### config.mk
export PLATFORM = sky130hd
export DESIGN_NAME = ramb16_s2_arbiter_flat
export DESIGN_NICKNAME = d
export VERILOG_FILES = /design/src/rtl/ramb16_s2_arbiter_if.sv /design/src/rtl/ramb16_s2_arbiter.sv /design/src/flat_wrapper.sv
export SDC_FILE = /design/constraint.sdc
export NUM_CORES = 1
export LEC_CHECK = 0
export BUFFER_PORTS_ARGS = -buffer_cell sky130_fd_sc_hd__buf_2
export CORE_MARGIN = 1
export CORE_UTILIZATION = 35
export DETAILED_ROUTE_END_ITERATION = 10
export PLACE_DENSITY_LB_ADDON = 0.3
export SLEW_MARGIN = 40
export SYNTH_ARGS = -nofsm -noshare
export SYNTH_HDL_FRONTEND = slang
export SYNTH_SLANG_ARGS = --single-unit
### constraint.sdc
create_clock -name CLK -period 1.45 [get_ports CLK]
set_input_delay 0.0725 -clock CLK [delete_from_list [all_inputs] [get_ports CLK]]
set_output_delay 0.0725 -clock CLK [all_outputs]
set_load 0.05 [all_outputs]
### src/rtl/ramb16_s2_arbiter_if.sv
// Client/RAM-pin bundle for the two-requester 8K x 2 block RAM arbiter.
// The arbiter uses the slave view; the client/RAM side uses master.
interface ramb16_s2_arbiter_if #(
  parameter int ADDR_W = 13,
  parameter int DATA_W = 2
);
  logic              A_REQ;
  logic              A_WE;
  logic [ADDR_W-1:0] A_ADDR;
  logic [DATA_W-1:0] A_DI;
  logic              A_GNT;
  logic              A_RVALID;
  logic [DATA_W-1:0] A_DO;

  logic              B_REQ;
  logic              B_WE;
  logic [ADDR_W-1:0] B_ADDR;
  logic [DATA_W-1:0] B_DI;
  logic              B_GNT;
  logic              B_RVALID;
  logic [DATA_W-1:0] B_DO;

  logic              CLR_START;
  logic              CLR_BUSY;
  logic              CLR_DONE;

  logic              RAM_EN;
  logic              RAM_WE;
  logic [ADDR_W-1:0] RAM_ADDR;
  logic [DATA_W-1:0] RAM_DI;
  logic [DATA_W-1:0] RAM_DO;

  modport slave (
    input  A_REQ, A_WE, A_ADDR, A_DI,
    input  B_REQ, B_WE, B_ADDR, B_DI,
    input  CLR_START, RAM_DO,
    output A_GNT, A_RVALID, A_DO,
    output B_GNT, B_RVALID, B_DO,
    output CLR_BUSY, CLR_DONE,
    output RAM_EN, RAM_WE, RAM_ADDR, RAM_DI
  );

  modport master (
    output A_REQ, A_WE, A_ADDR, A_DI,
    output B_REQ, B_WE, B_ADDR, B_DI,
    output CLR_START, RAM_DO,
    input  A_GNT, A_RVALID, A_DO,
    input  B_GNT, B_RVALID, B_DO,
    input  CLR_BUSY, CLR_DONE,
    input  RAM_EN, RAM_WE, RAM_ADDR, RAM_DI
  );
endinterface

### src/rtl/ramb16_s2_arbiter.sv
// Round-robin sharing of a single-port 8K x 2 block RAM between requesters
// A and B, with a full-array clear sequencer and one-cycle read latency.
module ramb16_s2_arbiter #(
  parameter int                ADDR_W = 13,
  parameter int                DATA_W = 2,
  parameter int                DEPTH  = 8192,
  parameter logic [DATA_W-1:0] FILL   = 2'b00
) (
  input logic                CLK,
  input logic                RST_N,
  ramb16_s2_arbiter_if.slave bus
);

  typedef enum logic {RUN, CLEAR} state_e;

  localparam logic [ADDR_W-1:0] LAST = ADDR_W'(DEPTH - 1);

  state_e            state_q;
  logic              ptr_q;      // 0: A wins a tie, 1: B wins a tie
  logic [ADDR_W-1:0] cnt_q;
  logic [ADDR_W-1:0] cnt_d;
  logic              a_rvalid_q;
  logic              b_rvalid_q;
  logic              done_q;
  logic              a_gnt;
  logic              b_gnt;

  always_comb begin
    a_gnt = 1'b0;
    b_gnt = 1'b0;
    if (state_q == RUN) begin
      a_gnt = bus.A_REQ & (~bus.B_REQ | ~ptr_q);
      b_gnt = bus.B_REQ & (~bus.A_REQ |  ptr_q);
    end
  end

  assign cnt_d = cnt_q + 1'b1;

  always_comb begin
    bus.RAM_EN   = 1'b0;
    bus.RAM_WE   = 1'b0;
    bus.RAM_ADDR = '0;
    bus.RAM_DI   = '0;
    if (state_q == CLEAR) begin
      bus.RAM_EN   = 1'b1;
      bus.RAM_WE   = 1'b1;
      bus.RAM_ADDR = cnt_q;
      bus.RAM_DI   = FILL;
    end else if (a_gnt) begin
      bus.RAM_EN   = 1'b1;
      bus.RAM_WE   = bus.A_WE;
      bus.RAM_ADDR = bus.A_ADDR;
      bus.RAM_DI   = bus.A_DI;
    end else if (b_gnt) begin
      bus.RAM_EN   = 1'b1;
      bus.RAM_WE   = bus.B_WE;
      bus.RAM_ADDR = bus.B_ADDR;
      bus.RAM_DI   = bus.B_DI;
    end
  end

  always_ff @(posedge CLK or negedge RST_N) begin
    if (!RST_N) begin
      state_q    <= RUN;
      ptr_q      <= 1'b0;
      cnt_q      <= '0;
      a_rvalid_q <= 1'b0;
      b_rvalid_q <= 1'b0;
      done_q     <= 1'b0;
    end else begin
      // Grants are forced low in CLEAR, so a read issued just before the
      // clear still returns its RVALID during the first CLEAR cycle.
      a_rvalid_q <= a_gnt & ~bus.A_WE;
      b_rvalid_q <= b_gnt & ~bus.B_WE;
      done_q     <= 1'b0;
      case (state_q)
        RUN: begin
          if (a_gnt)      ptr_q <= 1'b1;
          else if (b_gnt) ptr_q <= 1'b0;
          if (bus.CLR_START) state_q <= CLEAR;
        end
        CLEAR: begin
          cnt_q <= cnt_d;
          if (cnt_q == LAST) begin
            state_q <= RUN;
            cnt_q   <= '0;
            done_q  <= 1'b1;
          end
        end
        default: state_q <= RUN;
      endcase
    end
  end

  assign bus.A_GNT    = a_gnt;
  assign bus.B_GNT    = b_gnt;
  assign bus.A_RVALID = a_rvalid_q;
  assign bus.B_RVALID = b_rvalid_q;
  assign bus.A_DO     = bus.RAM_DO;
  assign bus.B_DO     = bus.RAM_DO;
  assign bus.CLR_BUSY = (state_q == CLEAR);
  assign bus.CLR_DONE = done_q;

endmodule

### src/flat_wrapper.sv
// flat-port wrapper written by rule: the top's interface ports become plain ports
module ramb16_s2_arbiter_flat 
#(
  parameter int                ADDR_W = 13,
  parameter int                DATA_W = 2,
  parameter int                DEPTH  = 8192,
  parameter logic [DATA_W-1:0] FILL   = 2'b00
)
  (CLK, RST_N, bus_A_REQ, bus_A_WE, bus_A_ADDR, bus_A_DI, bus_B_REQ, bus_B_WE, bus_B_ADDR, bus_B_DI, bus_CLR_START, bus_RAM_DO, bus_A_GNT, bus_A_RVALID, bus_A_DO, bus_B_GNT, bus_B_RVALID, bus_B_DO, bus_CLR_BUSY, bus_CLR_DONE, bus_RAM_EN, bus_RAM_WE, bus_RAM_ADDR, bus_RAM_DI);
  ramb16_s2_arbiter_if #(.ADDR_W(ADDR_W), .DATA_W(DATA_W)) bus_i ();
  input logic CLK;
  input logic RST_N;
  input wire logic [$bits(bus_i.A_REQ)-1:0] bus_A_REQ;
  input wire logic [$bits(bus_i.A_WE)-1:0] bus_A_WE;
  input wire logic [$bits(bus_i.A_ADDR)-1:0] bus_A_ADDR;
  input wire logic [$bits(bus_i.A_DI)-1:0] bus_A_DI;
  input wire logic [$bits(bus_i.B_REQ)-1:0] bus_B_REQ;
  input wire logic [$bits(bus_i.B_WE)-1:0] bus_B_WE;
  input wire logic [$bits(bus_i.B_ADDR)-1:0] bus_B_ADDR;
  input wire logic [$bits(bus_i.B_DI)-1:0] bus_B_DI;
  input wire logic [$bits(bus_i.CLR_START)-1:0] bus_CLR_START;
  input wire logic [$bits(bus_i.RAM_DO)-1:0] bus_RAM_DO;
  output wire logic [$bits(bus_i.A_GNT)-1:0] bus_A_GNT;
  output wire logic [$bits(bus_i.A_RVALID)-1:0] bus_A_RVALID;
  output wire logic [$bits(bus_i.A_DO)-1:0] bus_A_DO;
  output wire logic [$bits(bus_i.B_GNT)-1:0] bus_B_GNT;
  output wire logic [$bits(bus_i.B_RVALID)-1:0] bus_B_RVALID;
  output wire logic [$bits(bus_i.B_DO)-1:0] bus_B_DO;
  output wire logic [$bits(bus_i.CLR_BUSY)-1:0] bus_CLR_BUSY;
  output wire logic [$bits(bus_i.CLR_DONE)-1:0] bus_CLR_DONE;
  output wire logic [$bits(bus_i.RAM_EN)-1:0] bus_RAM_EN;
  output wire logic [$bits(bus_i.RAM_WE)-1:0] bus_RAM_WE;
  output wire logic [$bits(bus_i.RAM_ADDR)-1:0] bus_RAM_ADDR;
  output wire logic [$bits(bus_i.RAM_DI)-1:0] bus_RAM_DI;
  assign bus_i.A_REQ = bus_A_REQ;
  assign bus_i.A_WE = bus_A_WE;
  assign bus_i.A_ADDR = bus_A_ADDR;
  assign bus_i.A_DI = bus_A_DI;
  assign bus_i.B_REQ = bus_B_REQ;
  assign bus_i.B_WE = bus_B_WE;
  assign bus_i.B_ADDR = bus_B_ADDR;
  assign bus_i.B_DI = bus_B_DI;
  assign bus_i.CLR_START = bus_CLR_START;
  assign bus_i.RAM_DO = bus_RAM_DO;
  assign bus_A_GNT = bus_i.A_GNT;
  assign bus_A_RVALID = bus_i.A_RVALID;
  assign bus_A_DO = bus_i.A_DO;
  assign bus_B_GNT = bus_i.B_GNT;
  assign bus_B_RVALID = bus_i.B_RVALID;
  assign bus_B_DO = bus_i.B_DO;
  assign bus_CLR_BUSY = bus_i.CLR_BUSY;
  assign bus_CLR_DONE = bus_i.CLR_DONE;
  assign bus_RAM_EN = bus_i.RAM_EN;
  assign bus_RAM_WE = bus_i.RAM_WE;
  assign bus_RAM_ADDR = bus_i.RAM_ADDR;
  assign bus_RAM_DI = bus_i.RAM_DI;
  ramb16_s2_arbiter #(.ADDR_W(ADDR_W), .DATA_W(DATA_W), .DEPTH(DEPTH), .FILL(FILL)) u_core (.CLK(CLK), .RST_N(RST_N), .bus(bus_i));
endmodule
Word level (Yosys, flattened, before mapping):

Cells that the tools add are included.

* register bits: 18
* output and inout bits: 27
* logic and storage cells: 44
* input bits: 39

* reductions and logical operators: 2
* $add $sub $neg: 1
* eq/ne operators: 1
* bitwise logic cells: 12
* mux-type cells: 22

Operator list (count)
* 2-to-1 mux 13 bit: 4
* 2-to-1 mux 1 bit: 14
* adder 13 x 1 -> 13 bit (second input constant): 1
* equality test 13 bit (second input constant): 1
* 2-to-1 mux 2 bit: 3
* NOT 1 bit: 6
* bitwise AND 1 bit: 4
* bitwise OR 1 bit: 2
* case mux 1 bit (2 select lines): 1
* AND reduction 2 bit: 1
* nonzero test 2 bit: 1

Depth between registers and ports, before layout:

* word-level depth: 7
* depth in mapped cells: 5
* mapped depth without buffers: 4

Worst setup path after synthesis:

OpenSTA, ideal clock, no wires.

* path type: register to output
* from: register u_core.state_q, in the netlist u_core.bus.CLR_BUSY
* to: output port bus_RAM_ADDR[10]
* arrival time: 1975 ps
* slack: -598 ps
* cell stages (with the launch flop): 5
* buffers on the path: 2
* required time: 1378 ps
* path through: dfrtp_1 > buf_2 > a211oi_2 > buf_4 > a221o_1

* cells in the longest elaborated chain, start to end: 4
* elaborated cells between the ends (all ways): 5
* those cells by class: mux (5)

RTL lines
* start: declaration: RTL line ramb16_s2_arbiter.sv:18 `state_e state_q;`
* start signal: assignment: RTL line ramb16_s2_arbiter.sv:64 `state_q <= RUN;`
* start signal: assignment: RTL line ramb16_s2_arbiter.sv:80 `if (bus.CLR_START) state_q <= CLEAR;`
* start signal: assignment: RTL line ramb16_s2_arbiter.sv:85 `state_q <= RUN;`
* 2-to-1 mux 1 bit: RTL line ramb16_s2_arbiter.sv:31 `if (state_q == RUN) begin`
* via bus_B_GNT: RTL line flat_wrapper.sv:26 `output wire logic [$bits(bus_i.B_GNT)-1:0] bus_B_GNT;`
* 2-to-1 mux 13 bit: RTL line ramb16_s2_arbiter.sv:54 `end else if (b_gnt) begin`
* 2-to-1 mux 13 bit: RTL line ramb16_s2_arbiter.sv:49 `end else if (a_gnt) begin`
* 2-to-1 mux 13 bit: RTL line ramb16_s2_arbiter.sv:44 `if (state_q == CLEAR) begin`
* end: declaration: RTL line flat_wrapper.sv:33 `output wire logic [$bits(bus_i.RAM_ADDR)-1:0] bus_RAM_ADDR;`

The timed path passes the listed nets, and every way through them passes these cells.

Worst setup path in the final report:

* from: register u_core.state_q, in the netlist u_core.bus.CLR_BUSY
* to: output port bus_RAM_EN

* cells in the longest elaborated chain, start to end: 4
* elaborated cells between the ends (all ways): 5
* those cells by class: mux (5)

RTL lines
* 2-to-1 mux 1 bit: RTL line ramb16_s2_arbiter.sv:31
* 2-to-1 mux 1 bit: RTL line ramb16_s2_arbiter.sv:54
* 2-to-1 mux 1 bit: RTL line ramb16_s2_arbiter.sv:49
* 2-to-1 mux 1 bit (*): RTL line ramb16_s2_arbiter.sv:44
* end: declaration: RTL line flat_wrapper.sv:31 `output wire logic [$bits(bus_i.RAM_EN)-1:0] bus_RAM_EN;`

Every way passes the cells marked *; elsewhere a longest branch is shown, timed or not.

==> run_summary.xml <==
<?xml version="1.0" encoding="UTF-8"?>
<metrics>
  <group name="outcome">
    <metric name="status" unit="">finished with violations</metric>
    <metric name="violations" unit="">negative setup slack</metric>
  </group>
  <group name="placement">
    <metric name="port-buffer-count" unit="">59</metric>
    <metric name="dp.final_hpwl" unit="um">2360</metric>
    <metric name="numPlacedInstances" unit="">222</metric>
    <metric name="gp_congestion" unit="">0.853</metric>
  </group>
  <group name="power">
    <metric name="net-switching-power" unit="mW">1.02</metric>
    <metric name="cellPowerDensity" unit="nW/um2">1190</metric>
    <metric name="clock_power_share" unit="">0.122</metric>
    <metric name="peakVddDrop" unit="V">0.000406</metric>
    <metric name="power_switching_share" unit="">0.450</metric>
    <metric name="combinationalPowerShare" unit="">0.538</metric>
    <metric name="intPower" unit="mW">1.25</metric>
    <metric name="p_leak" unit="nW">0.900</metric>
    <metric name="power.sequential.fraction" unit="">0.340</metric>
  </group>
  <group name="synth">
    <metric name="postSynthNetCount" unit="">160</metric>
    <metric name="synth.ff_latch_count" unit="">18</metric>
    <metric name="synthesis.area" unit="um2">1190</metric>
    <metric name="ys_seq_area_frac" unit="">0.378</metric>
    <metric name="synth-edff-count" unit="">0</metric>
    <metric name="yosys_most_used_dff" unit="">dfrtp_1</metric>
    <metric name="postSynthCellCount" unit="">120</metric>
    <metric name="synth_area_per_cell" unit="um2">9.93</metric>
    <metric name="ys_types" unit="">38</metric>
    <metric name="asyncSetResetFlopFracSynth" unit="">1.00</metric>
    <metric name="yosys_warns" unit="">0</metric>
  </group>
  <group name="detailed_routing">
    <metric name="drt_iter0_drc" unit="">44</metric>
    <metric name="final_routed_wire_length_divided_by_cell_count" unit="um">14.5</metric>
    <metric name="route.detailed.drc" unit="">0</metric>
    <metric name="ant_nets" unit="">0</metric>
    <metric name="drt_pass1_iterations" unit="">4</metric>
    <metric name="via_count" unit="">1256</metric>
    <metric name="wirelength" unit="um">3450</metric>
    <metric name="routed_via_density" unit="">5.28</metric>
  </group>
  <group name="worst_setup_path">
    <metric name="critical_path.cell_chain" unit="">buf_4, buf_4, or3_4, buf_6</metric>
    <metric name="reg2reg_depth" unit="">4</metric>
    <metric name="critical_path_class" unit="">flop to output pin</metric>
    <metric name="worstPathMaxFanout" unit="">6</metric>
    <metric name="critical-path-slowest-cell" unit="">dfrtp_2</metric>
    <metric name="crit_path_max_incr_delay" unit="ps">460</metric>
    <metric name="worst_ep_required_time" unit="ps">1380</metric>
    <metric name="critical_path.n_buffers_inverters" unit="">3</metric>
    <metric name="worst-endpoint-arrival" unit="ps">1610</metric>
    <metric name="path_common_cell" unit="">buf_4</metric>
    <metric name="r2r_setup_slack" unit="ps">0</metric>
    <metric name="worst_setup_path_start_kind" unit="">flop</metric>
    <metric name="crit-reg2reg-launch" unit="">u_core.bus.CLR_BUSY</metric>
    <metric name="crit_path_end_kind" unit="">output pin</metric>
    <metric name="regToRegEndpoint" unit="">u_core.cnt_q[11]</metric>
    <metric name="crit_family" unit="">buffers and inverters</metric>
  </group>
  <group name="cts">
    <metric name="cts_sink_count" unit="">18</metric>
    <metric name="cts_made_buffers" unit="">3</metric>
    <metric name="cts_max_path_buffers" unit="">2</metric>
    <metric name="worstSkewPairLatency" unit="ps">310</metric>
    <metric name="clock_tree.htree_level_count" unit="">1</metric>
    <metric name="root_buffer" unit="">clkbuf_4</metric>
    <metric name="cts_tree" unit="">built</metric>
    <metric name="path_clk_slew" unit="ps">110</metric>
  </group>
  <group name="floorplanning">
    <metric name="design.die.area" unit="um2">3640</metric>
    <metric name="die_h" unit="um">60.3</metric>
    <metric name="standard_cell_core_area" unit="um2">3130</metric>
    <metric name="pin_count" unit="">66</metric>
    <metric name="core.rowCount" unit="">20</metric>
    <metric name="die_w" unit="um">60.3</metric>
    <metric name="start_util" unit="">0.381</metric>
  </group>
  <group name="sta">
    <metric name="fmaxAchievable" unit="MHz">594</metric>
    <metric name="timing.final.crit_period" unit="ps">1680</metric>
    <metric name="final_hold_viol_count" unit="">0</metric>
    <metric name="finalSetupViolCount" unit="">20</metric>
    <metric name="fin_setup_tns" unit="ps">-3790</metric>
    <metric name="grt_setup_unrepaired" unit="">true</metric>
    <metric name="setup_slack" unit="ps">-234</metric>
    <metric name="post-route-period-util" unit="">1.16</metric>
    <metric name="worst_tran_pin_value" unit="ps">402</metric>
    <metric name="largest_clock_skew_in_the_final_design" unit="ps">11.8</metric>
    <metric name="max-slew-margin-rel" unit="">0.732</metric>
    <metric name="timing_max_transition_violations_final" unit="">0</metric>
  </group>
  <group name="hold_path">
    <metric name="min_delay_path_depth" unit="">0</metric>
    <metric name="min_from" unit="">bus_RAM_DO[0]</metric>
    <metric name="timing.hold.worst_endpoint" unit="">bus_B_DO[0]</metric>
    <metric name="timing.hold.worst.class" unit="">input pin to output pin</metric>
  </group>
  <group name="layout">
    <metric name="share_of_cells_above_drive_strength_1" unit="">0.577</metric>
    <metric name="layout.cells.non_filler" unit="">238</metric>
    <metric name="design.final.nets" unit="">235</metric>
    <metric name="syn_to_final_growth" unit="%">60.5</metric>
    <metric name="final_cell_mix" unit="">buf_2 (40), buf_6 (15), buf_4 (15), dfrtp_1 (15), a221o_2 (13)</metric>
    <metric name="antenna-diode-count" unit="">0</metric>
    <metric name="final_common_cell" unit="">buf_2</metric>
  </group>
  <group name="grt">
    <metric name="total_global_route_track_usage" unit="">0.197</metric>
    <metric name="first_global_vias" unit="">1253</metric>
    <metric name="first_pass_grt_wire_length" unit="um">5360</metric>
    <metric name="grt_remaining_overflow" unit="">0</metric>
    <metric name="grt_antenna_before_repair" unit="">0</metric>
    <metric name="largest_net_degree_at_the_start_of_global_routing" unit="">19</metric>
  </group>
  <group name="run">
    <metric name="maxCapViolCount" unit="">0</metric>
  </group>
</metrics>
==> power by group through the flow <==
stage	Clock (mW)	Combinational (mW)	Sequential, mW
2_1_floorplan	0	0.795	0.716
3_3_place_gp	0	0.979	0.767
3_5_place_dp	0	0.990	0.772
4_1_cts	0.277	1.13	0.761
5_1_grt	0.305	1.31	0.795
6_report	0.276	1.22	0.772
==> cell families after synthesis <==
group	Yosys count	synth area share
buffers and inverters	15	0.0693
adders and majority gates	1	0.0105
muxes	1	0.00840
DFF	18	0.378
xor gates and xnor gates	7	0.0515
and+or+nand+nor	49	0.273
AOI/OAI and AO/OA	29	0.209
==> metrics by stage <==
stage | setup WS (ps) | util | power [mW] | hold WS [ps] | instance area [um2]
2_1_floorplan | -175 | - | 1.51 | -223 | 1240
3_3_place_gp | 41.4 | 0.510 | 1.75 | 27.7 | 1590
3_5_place_dp | -44.1 | 0.510 | 1.76 | 30.7 | 1590
4_1_cts | -228 | 0.582 | 2.17 | 146 | 1820
5_1_grt | -284 | 0.611 | 2.41 | 145 | 1910
6_report | -234 | 0.611 | 2.27 | 145 | 1910
==> state kept, by name (all words and copies together), names as in the netlist <==
register	cells
u_core.ptr_q	1
u_core.bus.B_RVALID	1
u_core.bus.CLR_BUSY	1
u_core.bus.CLR_DONE	1
u_core.cnt_q	13
u_core.bus.A_RVALID	1
==> Yosys cell counts (3+ instances only) <==
master,n,area share
dfrtp_1,18,0.38
a221o_1,14,0.12
and2_1,12,0.063
nand2_1,7,0.022
buf_4,6,0.038
nand4_1,5,0.026
inv_1,4,0.013
nor2_1,4,0.013
xor2_1,4,0.029
a21oi_1,3,0.013
nor2b_1,3,0.016
nor4_1,3,0.016
xnor2_1,3,0.022
==> worst max path at each step <==
stage / slack (ps) / from / cells past startpoint / end
6_report: -230 / u_core.bus.CLR_BUSY / 4 / bus_RAM_EN
5_1_grt: -280 / u_core.bus.CLR_BUSY / 5 / bus_RAM_ADDR[6]
4_1_cts: -230 / u_core.bus.CLR_BUSY / 5 / bus_RAM_ADDR[10]
3_5_place_dp: -40 / u_core.ptr_q / 5 / bus_RAM_ADDR[10]
3_3_place_gp: 40 / u_core.bus.CLR_BUSY / 4 / bus_RAM_ADDR[3]
2_1_floorplan: -180 / u_core.bus.CLR_BUSY / 4 / bus_RAM_ADDR[10]
==> layer usage <==
layer  vias up  track usage  part of all wire
li1        596            -                 -
met1       610        0.224              0.43
met2        46        0.375              0.51
met3         4       0.0299             0.051
met4         0       0.0631             0.011
met5         -            0                 0
==> area by class of cell <==
cell class | count | area (um2)
multi-input cells | 87 | 729
repair buffers | 81 | 632
well taps | 44 | 55.1
flip-flops and latches | 18 | 454
clock buffers | 4 | 26.3
fillers | 254 | 1220
inverters | 4 | 15.0
==> timing repair <==
item,CTS,global route
cloned,0,0
pin swaps,0,1
hold endpoints to repair,21,0
hold buffers,4,0
buffers inserted,5,3
endpoints found under the setup margin,23,30
gates resized for setup,42,17
(Power assumes the default switching activity.)
